**src/rtl/mem_arbiter.sv**
```systemverilog
// mem_arbiter: shares the single main-memory port between the instruction
// cache and the data cache, and routes returning load data back to the cache
// that issued the load.
//
// The data cache wins arbitration by default. The icache is forced to win
// once it has lost STARVE_LIMIT cycles in a row.
//
// Ports:
//   clock, reset                  clock; asynchronous active-low reset
//   icache_command/addr           icache request (loads only)
//   dcache_command/addr/wdata     dcache request (load or store)
//   mem2proc_transaction_tag      memory accept tag for this cycle (0 = rejected)
//   mem2proc_data/data_tag        returning load data and its tag (0 = none)
//   proc2mem_command/addr/data    forwarded request to memory
//   icache_grant, dcache_grant    port owner this cycle
//   *_transaction_tag             accept tag, passed only to the granted cache
//   *_data, *_data_tag            load data routed to the owning cache
//   busy                          at least one load tag is outstanding
//   orphan_response               nonzero data tag arrived with no owner

package mem_arbiter_pkg;
    typedef logic [31:0] ADDR;
    typedef logic [63:0] MEM_BLOCK;
    typedef logic [3:0]  MEM_TAG;
    typedef enum logic [1:0] {
        MEM_NONE  = 2'h0,
        MEM_LOAD  = 2'h1,
        MEM_STORE = 2'h2
    } MEM_COMMAND;
endpackage

module mem_arbiter
    import mem_arbiter_pkg::*;
#(
    parameter int unsigned STARVE_LIMIT = 4
) (
    input  logic       clock,
    input  logic       reset,
    input  MEM_COMMAND icache_command,
    input  ADDR        icache_addr,
    input  MEM_COMMAND dcache_command,
    input  ADDR        dcache_addr,
    input  MEM_BLOCK   dcache_wdata,
    input  MEM_TAG     mem2proc_transaction_tag,
    input  MEM_BLOCK   mem2proc_data,
    input  MEM_TAG     mem2proc_data_tag,
    output MEM_COMMAND proc2mem_command,
    output ADDR        proc2mem_addr,
    output MEM_BLOCK   proc2mem_data,
    output logic       icache_grant,
    output logic       dcache_grant,
    output MEM_TAG     icache_transaction_tag,
    output MEM_TAG     dcache_transaction_tag,
    output MEM_BLOCK   icache_data,
    output MEM_BLOCK   dcache_data,
    output MEM_TAG     icache_data_tag,
    output MEM_TAG     dcache_data_tag,
    output logic       busy,
    output logic       orphan_response
);

    localparam int unsigned CW = $clog2(STARVE_LIMIT + 1);

    logic [CW-1:0] starve_cnt;
    logic          icache_req;
    logic          dcache_req;
    logic          starved;

    // Ownership table indexed by tag; entry 0 is never allocated because
    // tag 0 means "no tag", so valid[0] stays 0.
    logic [15:0]   tag_valid;
    logic [15:0]   tag_owner;   // 0 = icache, 1 = dcache
    logic          alloc_en;
    logic          resp_hit;
    logic          resp_owner;

    // Arbitration
    always_comb begin
        icache_req   = (icache_command != MEM_NONE);
        dcache_req   = (dcache_command != MEM_NONE);
        starved      = (starve_cnt == CW'(STARVE_LIMIT));
        icache_grant = icache_req && (!dcache_req || starved);
        dcache_grant = dcache_req && !icache_grant;
    end

    // Forwarding and accept-tag passthrough
    always_comb begin
        proc2mem_command       = MEM_NONE;
        proc2mem_addr          = '0;
        proc2mem_data          = '0;
        icache_transaction_tag = '0;
        dcache_transaction_tag = '0;
        if (icache_grant) begin
            proc2mem_command       = icache_command;
            proc2mem_addr          = icache_addr;
            icache_transaction_tag = mem2proc_transaction_tag;
        end else if (dcache_grant) begin
            proc2mem_command       = dcache_command;
            proc2mem_addr          = dcache_addr;
            proc2mem_data          = dcache_wdata;
            dcache_transaction_tag = mem2proc_transaction_tag;
        end
    end

    // Response routing from the registered table
    always_comb begin
        alloc_en        = (proc2mem_command == MEM_LOAD) && (mem2proc_transaction_tag != '0);
        resp_hit        = (mem2proc_data_tag != '0) && tag_valid[mem2proc_data_tag];
        resp_owner      = tag_owner[mem2proc_data_tag];
        orphan_response = (mem2proc_data_tag != '0) && !tag_valid[mem2proc_data_tag];
        icache_data     = '0;
        icache_data_tag = '0;
        dcache_data     = '0;
        dcache_data_tag = '0;
        if (resp_hit) begin
            if (resp_owner) begin
                dcache_data     = mem2proc_data;
                dcache_data_tag = mem2proc_data_tag;
            end else begin
                icache_data     = mem2proc_data;
                icache_data_tag = mem2proc_data_tag;
            end
        end
        busy = |tag_valid;
    end

    // Anti-starvation counter: consecutive cycles the icache requested and lost
    always_ff @(posedge clock or negedge reset) begin
        if (!reset) begin
            starve_cnt <= '0;
        end else if (icache_req && !icache_grant) begin
            if (!starved) begin
                starve_cnt <= starve_cnt + 1'b1;
            end
        end else begin
            starve_cnt <= '0;
        end
    end

    // Ownership table. The allocate is written after the clear so that a
    // same-tag allocate and response in one cycle leaves the entry allocated.
    always_ff @(posedge clock or negedge reset) begin
        if (!reset) begin
            tag_valid <= '0;
            tag_owner <= '0;
        end else begin
            if (resp_hit) begin
                tag_valid[mem2proc_data_tag] <= 1'b0;
            end
            if (alloc_en) begin
                tag_valid[mem2proc_transaction_tag] <= 1'b1;
                tag_owner[mem2proc_transaction_tag] <= dcache_grant;
            end
        end
    end

endmodule
```
**config.mk**
```make
export PLATFORM = sky130hd
export DESIGN_NAME = mem_arbiter
export DESIGN_NICKNAME = d
export VERILOG_FILES = /design/src/rtl/mem_arbiter.sv
export SDC_FILE = /design/constraint.sdc
export NUM_CORES = 1
export LEC_CHECK = 0
export ABC_AREA = 0
export BUFFER_PORTS_ARGS = -buffer_cell sky130_fd_sc_hd__buf_2
export CAP_MARGIN = 20
export CORE_AREA = 2 2 174 176
export CTS_CLUSTER_SIZE = 14
export DETAILED_ROUTE_END_ITERATION = 10
export DIE_AREA = 0 0 176 178
export PLACE_DENSITY = 0.36
export SLEW_MARGIN = 30
export SYNTH_ARGS = -nofsm -noshare
export SYNTH_HDL_FRONTEND = slang
export SYNTH_SLANG_ARGS = --single-unit
```
**constraint.sdc**
```tcl
create_clock -name clock -period 2.65 [get_ports clock]
set_input_delay 0.1325 -clock clock [delete_from_list [all_inputs] [get_ports clock]]
set_output_delay 0.1325 -clock clock [all_outputs]
set_load 0.05 [all_outputs]
```
* After elaboration in Yosys (flattened, before gate mapping)
Cells that the tools add are included.
** Storage, ports and cells
- Bits in registers :: 35
- Input port bits :: 206
- Logic and storage cells :: 61
** Cells by class
- Add/sub/neg operators :: 1
- Magnitude comparators :: 4
- Equality and inequality tests :: 3
- Multiplexer cells :: 30
- Bitwise operators :: 3
- Reductions and logical operators :: 17
** Operators by type and width (number)
- $mux 64 :: 6
- $mux 32 :: 2
- $mux 16 :: 2
- $mux 4 :: 7
- $and 16x16->16 :: 1
- $bwmux 16 :: 1
- $not 16->16 :: 1
- $or 16x16->16 :: 1
- $reduce_or 16->1 :: 1
- $lt 4x5->1 const B :: 2
- $bmux 1 s4 :: 2
- $demux 1 s4 :: 2
- $ge 4x1->1 const B :: 2
- $logic_and 1x1->1 :: 8
- $reduce_bool 4->1 :: 2
- $mux 3 :: 2
- $mux 1 :: 4
- $mux 2 :: 2
- $reduce_bool 2->1 :: 2
- $add 3x1->3 const B :: 1
- $eq 3x3->1 const B :: 1
- $logic_not 1->1 :: 3
- $eq 2x1->1 const B :: 1
- $ne 2x2->1 const B :: 1
- $logic_or 1x1->1 :: 1

* Depth between registers and ports, before layout
Gate-level depths: netlist (run 1).
- Depth in word-level cells :: 11
- Mapped depth :: 9
- Gate-level depth less buffers :: 7

* Worst setup path before layout (run 1)
OpenSTA, ideal clock, no wires.
- Path kind :: flip-flop to output port
- From :: register starve_cnt[0]
- To :: output port proc2mem_addr[1]
- Data arrival time :: 2.332 ns
- Required time :: 2.518 ns
- Setup slack :: 0.185 ns
- Cell stages (with the launch flop) :: 8
- Path buffers :: 2
- Cells stage by stage :: dfrtp_1 inv_1 ha_1 a21oi_1 nor2_1 clkbuf_1 clkbuf_1 a22o_1
** Between the ends
- Cells in the longest elaborated chain, start to end :: 7
** RTL lines
- start, declared :: RTL line 64 : logic [CW-1:0] starve_cnt;
- start signal, assigned :: RTL line 133 : starve_cnt <= starve_cnt + 1'b1;
- $eq 3x3->1 * :: RTL line 81 : starved = (starve_cnt == CW'(STARVE_LIMIT));
- $logic_or 1x1->1 * :: RTL line 82 : icache_grant = icache_req && (!dcache_req || starved);
- $logic_and 1x1->1 * :: RTL line 82
- named net icache_grant :: RTL line 50 : output logic icache_grant,
- $logic_not 1->1 :: RTL line 83 : dcache_grant = dcache_req && !icache_grant;
- $logic_and 1x1->1 :: RTL line 83
- $mux 32 :: RTL line 97 : end else if (dcache_grant) begin
- $mux 32 * :: RTL line 93 : if (icache_grant) begin
- end, declared :: RTL line 48 : output ADDR proc2mem_addr,
Mark *: on every way through the listed nets, which the timed path passes. The rest lies on a longest branch.

* Worst setup path in the final report (run 1)
- From :: register tag_valid[15]
- To :: output port dcache_data[3]
** Between the ends
- Cells in the longest elaborated chain, start to end :: 4
** RTL lines
- start, declared :: RTL line 71 : logic [15:0] tag_valid;
- start signal, assigned :: RTL line 144 : tag_valid <= '0;
- start signal, assigned by index :: RTL line 148 : tag_valid[mem2proc_data_tag] <= 1'b0;
- start signal, assigned by index :: RTL line 151 : tag_valid[mem2proc_transaction_tag] <= 1'b1;
- $bmux 1 s4 :: RTL line 108 : resp_hit = (mem2proc_data_tag != '0) && tag_valid[mem2proc_data_tag];
- $mux 1 (not written as such) :: RTL line 108
- $logic_and 1x1->1 :: RTL line 108
- $mux 64 :: RTL line 115 : if (resp_hit) begin
- end, declared :: RTL line 55 : output MEM_BLOCK dcache_data,
Every way passes these cells. The select of a mux whose other input is x is not followed.

==> metrics.cfg, run 1 <==
[finish]
drive_above_1_share_pct=56.2
fillers=3392
finalNetCount=1092
final_common_cell=buf_2
regArea_sq_um=876
syn2layout_area_growth_pct=79.2
multiInputGateArea_sq_um=2570
layout_common_cells=buf_2, and3_1, and2_1
finish.utilization_pct=22.9

[synthesis]
synth_cells=468
synth_compound_area_share_pct=11.8
yosysWarnings=0
seq_area_frac_synth_pct=23.3
syn_area_per_cell_sq_um=8.03
syn_nets=676
synth.cell_area_sq_um=3760
synth_xor_area_share_pct=0.233
yosys.area_share.adder_pct=0.666
yosys.cell_types.count=36
synth.mux.area_fraction_pct=9.26
synth-seq-cells=35
yosys.area_share.simple_pct=45.7
synth_top_family_by_area=simple AND/OR/NAND/NOR gates

[floorplanning]
coreArea_sq_um=29400
start_util_pct=12.8
die_x_um=176
die-area_sq_um=31300
pin_count=452
die_h_um=178
row_count=63

[clock_network]
cts_sinks=35
clock_latency_ns=0.28
cts_buffers=5
cts_max_path_buffers=2
cts_htree_levels=2
cts_resized=0
tritoncts=built
cts_root_buf=clkbuf_16
clk_pin_slew_ns=0.06

[grt]
grt_pass1_vias=4924
grt_max_degree=73
grtUsageTotal_pct=13.8
overflow=0
grt_pass1_wl_mm=32.3
antenna_found_initial=2

[worst_setup_path]
cp_cell_sequence=mux4_2 -> mux2_4 -> nand2_4 -> o21ai_4 -> buf_12 -> and3_1 -> buf_2
endpoint_kind=output port
cp_top_family=multiplexers
cp_max_fo=61
cp_num_buf_inv=2
crit_type=flop to output port
slowest_stage=mux4_2
start_kind=flop
cp.arrival_ns=2.34
critical-path-max-stage-delay_ns=0.47
crit_required_ns=2.52

[drt]
viasPerCell=4.04
ant_nets=0
drc=0
vias=5162
first_pass_iters=4
drt-total-wl_mm=23.5
wl_per_cell_um=18.4
drt_iter0_markers=167

[outcome]
status=completed

[power]
intPower_mw=2.01
power_frac_clock_pct=13.1
vdd_drop_max_v=0.000226
switchingPower_mw=2.65
power_density_nw_per_um2=693
leakagePower_nw=4.19
pwr-share-seq_pct=16.3
p_sw_share_pct=56.9
comb_power_share_pct=70.5

[timing]
final.min_clock_period_ns=2.48
setup-violations-final=0
skew_ns=0.00609
finalSetupTns_ns=0
tightest_slew_ns=0.819
slew_headroom_pct=45.0
fmax_ghz=0.404
hold_violations=0
fin_crit_sh_pct=93.5
slew_viol_final=0
grt_setup_unrepaired=no

[placed_design]
dpl.hpwl_mm=20.1
portBuffers=451
gp_congestion=0.774

[hold_path]
worstHoldPathType=primary input to flop

[flow_run]
max-cap-violations=0

## power by group through the flow
stage / Combinational, mW / Sequential, mW / Clock, mW
2_1_floorplan: 2.41 / 0.734 / 0
3_3_place_gp: 3.31 / 0.771 / 0
3_5_place_dp: 3.30 / 0.772 / 0
4_1_cts: 3.31 / 0.763 / 0.625
5_1_grt: 3.48 / 0.782 / 0.647
6_report: 3.29 / 0.762 / 0.612
## state kept, by name, indices dropped and copies added (netlist names)
name / count
starve_cnt: 3
tag_owner: 16
tag_valid: 16
## worst register-to-register path: stages, from the launching register on
cell and delay [ns]:
dfrtp_1 0.37, inv_1 0.06, ha_1 0.25, nand3_1 0.11
a21oi_1 0.07, o21a_1 0.33, nor4_1 0.60, mux2_2 0.40
## through the flow
stage | cell area [sq um] | hold slack (ns) | total power [mW] | instances | setup WS (ns)
after floorplan | 3760 | -0.163 | 3.14 | 468 | 0.185
after detailed placement | 6540 | 0.279 | 4.08 | 1264 | 0.133
after global routing | 6730 | 0.295 | 4.90 | 1277 | 0.0393
after CTS | 6710 | 0.257 | 4.70 | 1273 | 0.127
final | 6730 | 0.258 | 4.66 | 1277 | 0.173
after global placement | 6540 | 0.282 | 4.08 | 1264 | 0.182
## kinds of logic after synthesis
family	after synthesis
fa+ha+maj	2
mux	25
compound gates	61
xor+xnor	1
flops	35
buf+inv	58
simple gates	286
## path summary, 6_finish.rpt
check                      slack (ns)        endpoint                         from  depth (start not counted)
max in group asynchronous        1.63    tag_valid[8]                        reset                          2
hold reg to reg                  0.37    tag_owner[0]                 tag_owner[0]                          0
hold / removal                   0.26   tag_owner[15]  mem2proc_transaction_tag[2]                          3
min in group asynchronous        0.49   starve_cnt[1]                        reset                          2
setup reg to reg                 0.32    tag_owner[8]                starve_cnt[0]                          7
setup / recovery                 0.17  dcache_data[3]                tag_valid[15]                          7
## Yosys cell counts (all sizes together)
master  instances  area share, %
and3          128             21
and2           78             13
dfrtp          35             23
a22o           32            7.5
clkbuf         32            3.2
buf            23            5.5
nand2          20            2.2
o21ai          16            2.2
mux2           15            4.6
nor2           13            1.3
nand2b         12            2.0
or3            11            1.8
a21oi           7           0.93
nor4            7            1.2
mux4            6            3.6
mux2i           4            1.1
nand3           4           0.53
nand3b          4           0.80
nand4           4           0.67
inv             3           0.30
o31ai           3           0.60
ha              2           0.67
or2             2           0.33
a31oi           1           0.17
and4            1           0.23
nor2b           1           0.17
nor3            1           0.13
o21a            1           0.20
o41ai           1           0.23
xnor2           1           0.23
## final cells by class
| cell class | instances | area share, % |
|---|---|---|
| clock buffers | 8 | 2.32 |
| well taps | 390 | 7.25 |
| multi-input cells | 376 | 38.2 |
| repair buffers | 463 | 39.0 |
| inverters | 3 | 0.167 |
| flip-flops and latches | 35 | 13.0 |
| diodes | 2 | 0.0744 |
## per-layer routing
| metal | track usage (%) | up-vias | share of wire, % |
|---|---|---|---|
| li1 | - | 2507 | - |
| met3 | 3.56 | 19 | 8.0 |
| met5 | 0 | - | 0 |
| met2 | 27.2 | 289 | 53 |
| met4 | 3.27 | 0 | 2.1 |
| met1 | 14.5 | 2347 | 36 |
## timing repair
item,4_1_cts,5_1_grt
endpoints found under the hold margin,35,0
endpoints found under the setup margin,0,16
hold buffers,1,0
buffers inserted,0,1
(Power assumes the default switching activity.)
==> run 2, diff against run 1 <==
- BUFFER_PORTS_ARGS: -buffer_cell sky130_fd_sc_hd__buf_2 -> -buffer_cell sky130_fd_sc_hd__buf_4
==> metrics.cfg, run 2 (same netlist as run 1, synthesis figures left out) <==
[outcome]
status=completed

[finish]
final_common_cell=buf_4
multiInputGateArea_sq_um=2580
largestRegisters=tag_owner (16), tag_valid (16), starve_cnt (3)
drive_above_1_share_pct=56.3
regArea_sq_um=876
finalNetCount=1095
fillers=3289
layout_common_cells=buf_4, and3_1, and2_1
syn2layout_area_growth_pct=104

[timing]
fmax_ghz=0.392
slew_headroom_pct=43.9
fin_crit_sh_pct=96.2
skew_ns=0.00458
finalSetupTns_ns=0
setup-violations-final=0
hold_violations=0
holdWs_ns=0.229
slew_viol_final=0
final.min_clock_period_ns=2.55
tightest_slew_ns=0.835
grt_setup_unrepaired=no

[placed_design]
portBuffers=451
dpl.hpwl_mm=20.8
gp_congestion=0.821

[power]
p_total_mw=4.92
pwr-share-seq_pct=15.4
power_frac_clock_pct=12.5
switchingPower_mw=2.68
intPower_mw=2.25
comb_power_share_pct=72.1
vdd_drop_max_v=0.000219
power_density_nw_per_um2=642
leakagePower_nw=4.38
p_sw_share_pct=54.4

[clock_network]
clock_latency_ns=0.28
clk_pin_slew_ns=0.06
cts_buffers=5
cts_htree_levels=2
cts_sinks=35
cts_max_path_buffers=2
cts_root_buf=clkbuf_16
tritoncts=built

[drt]
vias=5149
viasPerCell=4.02
first_pass_iters=4
ant_nets=0
drc=0
drt-total-wl_mm=24.8
drt_iter0_markers=269
wl_per_cell_um=19.4

[grt]
antenna_found_initial=2
overflow=0
grt_use_met1_pct=15.6
grt_use_met2_pct=27.8
grtUsageMet3_pct=4.43
grtUsageTotal_pct=14.7
grt_pass1_vias=5035
top_usage_layer=met2
grt_max_degree=101
grt_pass1_wl_mm=34.2

[floorplanning]
pin_count=452
start_util_pct=12.8
coreArea_sq_um=29400
die_h_um=178
die_x_um=176
row_count=63
die-area_sq_um=31300

[worst_setup_path]
slowest_stage=mux4_2
cp.arrival_ns=2.42
endpoint_kind=output port
critical-path-max-stage-delay_ns=0.49
start_kind=flop
crit_type=flop to output port
cp_cell_sequence=mux4_2 -> mux2_4 -> nand2_4 -> o21ai_4 -> buf_12 -> buf_12 -> and3_1 -> buf_4
cpMostUsedCell=buf_12
cp_num_buf_inv=3
cp_top_family=multiplexers
cp_max_fo=55
crit_required_ns=2.52

[flow_run]
max-cap-violations=0

[hold_path]
worstHoldPathType=primary input to flop

-- run 2: cell types whose count changed in the layout (fill, tap and decap cells not counted) --
cell and change:
o21ai_2 -1, buf_12 -15, buf_2 -436, buf_4 +454, o21ai_4 +1
-- run 2: area by class of cell --
| type | instances | share of cell area, % |
|---|---|---|
| Multi-Input combinational cell | 376 | 33.6 |
| Timing Repair Buffer | 466 | 46.3 |
| Tap cell | 390 | 6.37 |
| Clock buffer | 8 | 2.04 |
| Sequential cell | 35 | 11.4 |
| Inverter | 3 | 0.147 |
| Antenna cell | 2 | 0.0653 |
-- run 2: layer usage --
layer / vias to the layer above / routed length (um) / share of wire (%)
met4: 0 / 666 / 2.7
li1: 2517 / - / -
met3: 24 / 2200 / 8.9
met2: 291 / 13000 / 52
met5: - / 0 / 0
met1: 2317 / 8940 / 36
-- run 2: worst paths after layout --
check | slack [ns] | from | cells past startpoint | end
max | 0.1 | tag_valid[15] | 8 | dcache_data[56]
min in group asynchronous | 0.37 | reset | 2 | starve_cnt[1]
max reg2reg | 0.48 | starve_cnt[0] | 7 | tag_owner[12]
min reg2reg | 0.37 | tag_owner[0] | 0 | tag_owner[0]
min | 0.23 | mem2proc_transaction_tag[2] | 3 | tag_owner[15]
max in group asynchronous | 1.95 | reset | 2 | tag_owner[9]
-- run 2: timing repair --
item | 4_1_cts | 5_1_grt
pin swaps | 1 | 0
endpoints found under the setup margin | 94 | 9
gates cloned | 1 | 0
hold buffers | 1 | 0
endpoints found under the hold margin | 35 | 0
setup buffers | 4 | 0
resized for setup | 0 | 1
-- run 2: worst min-delay path, stage by stage --
cell     delay (ns)
buf_4          0.14
nand4_1        0.12
o41ai_1        0.07
-- run 2: stage by stage --
step | setup slack (ns) | area (sq um) | cells | util [%]
2_1_floorplan | 0.185 | 3760 | 468 | -
4_1_cts | 0.106 | 7650 | 1278 | 26.0
5_1_grt | 0.00758 | 7660 | 1280 | 26.1
3_3_place_gp | 0.180 | 7430 | 1264 | 25.3
6_report | 0.0997 | 7660 | 1280 | 26.1
3_5_place_dp | 0.111 | 7430 | 1264 | 25.3
-- run 2: power groups by stage --
| stage | clock network, mW | registers, mW | logic, mW |
|---|---|---|---|
| finish | 0.613 | 0.760 | 3.55 |
| global route | 0.656 | 0.779 | 3.74 |
| CTS | 0.628 | 0.760 | 3.58 |
| detailed placement | 0 | 0.768 | 3.54 |
| global placement | 0 | 0.767 | 3.55 |
| floorplan | 0 | 0.734 | 2.41 |
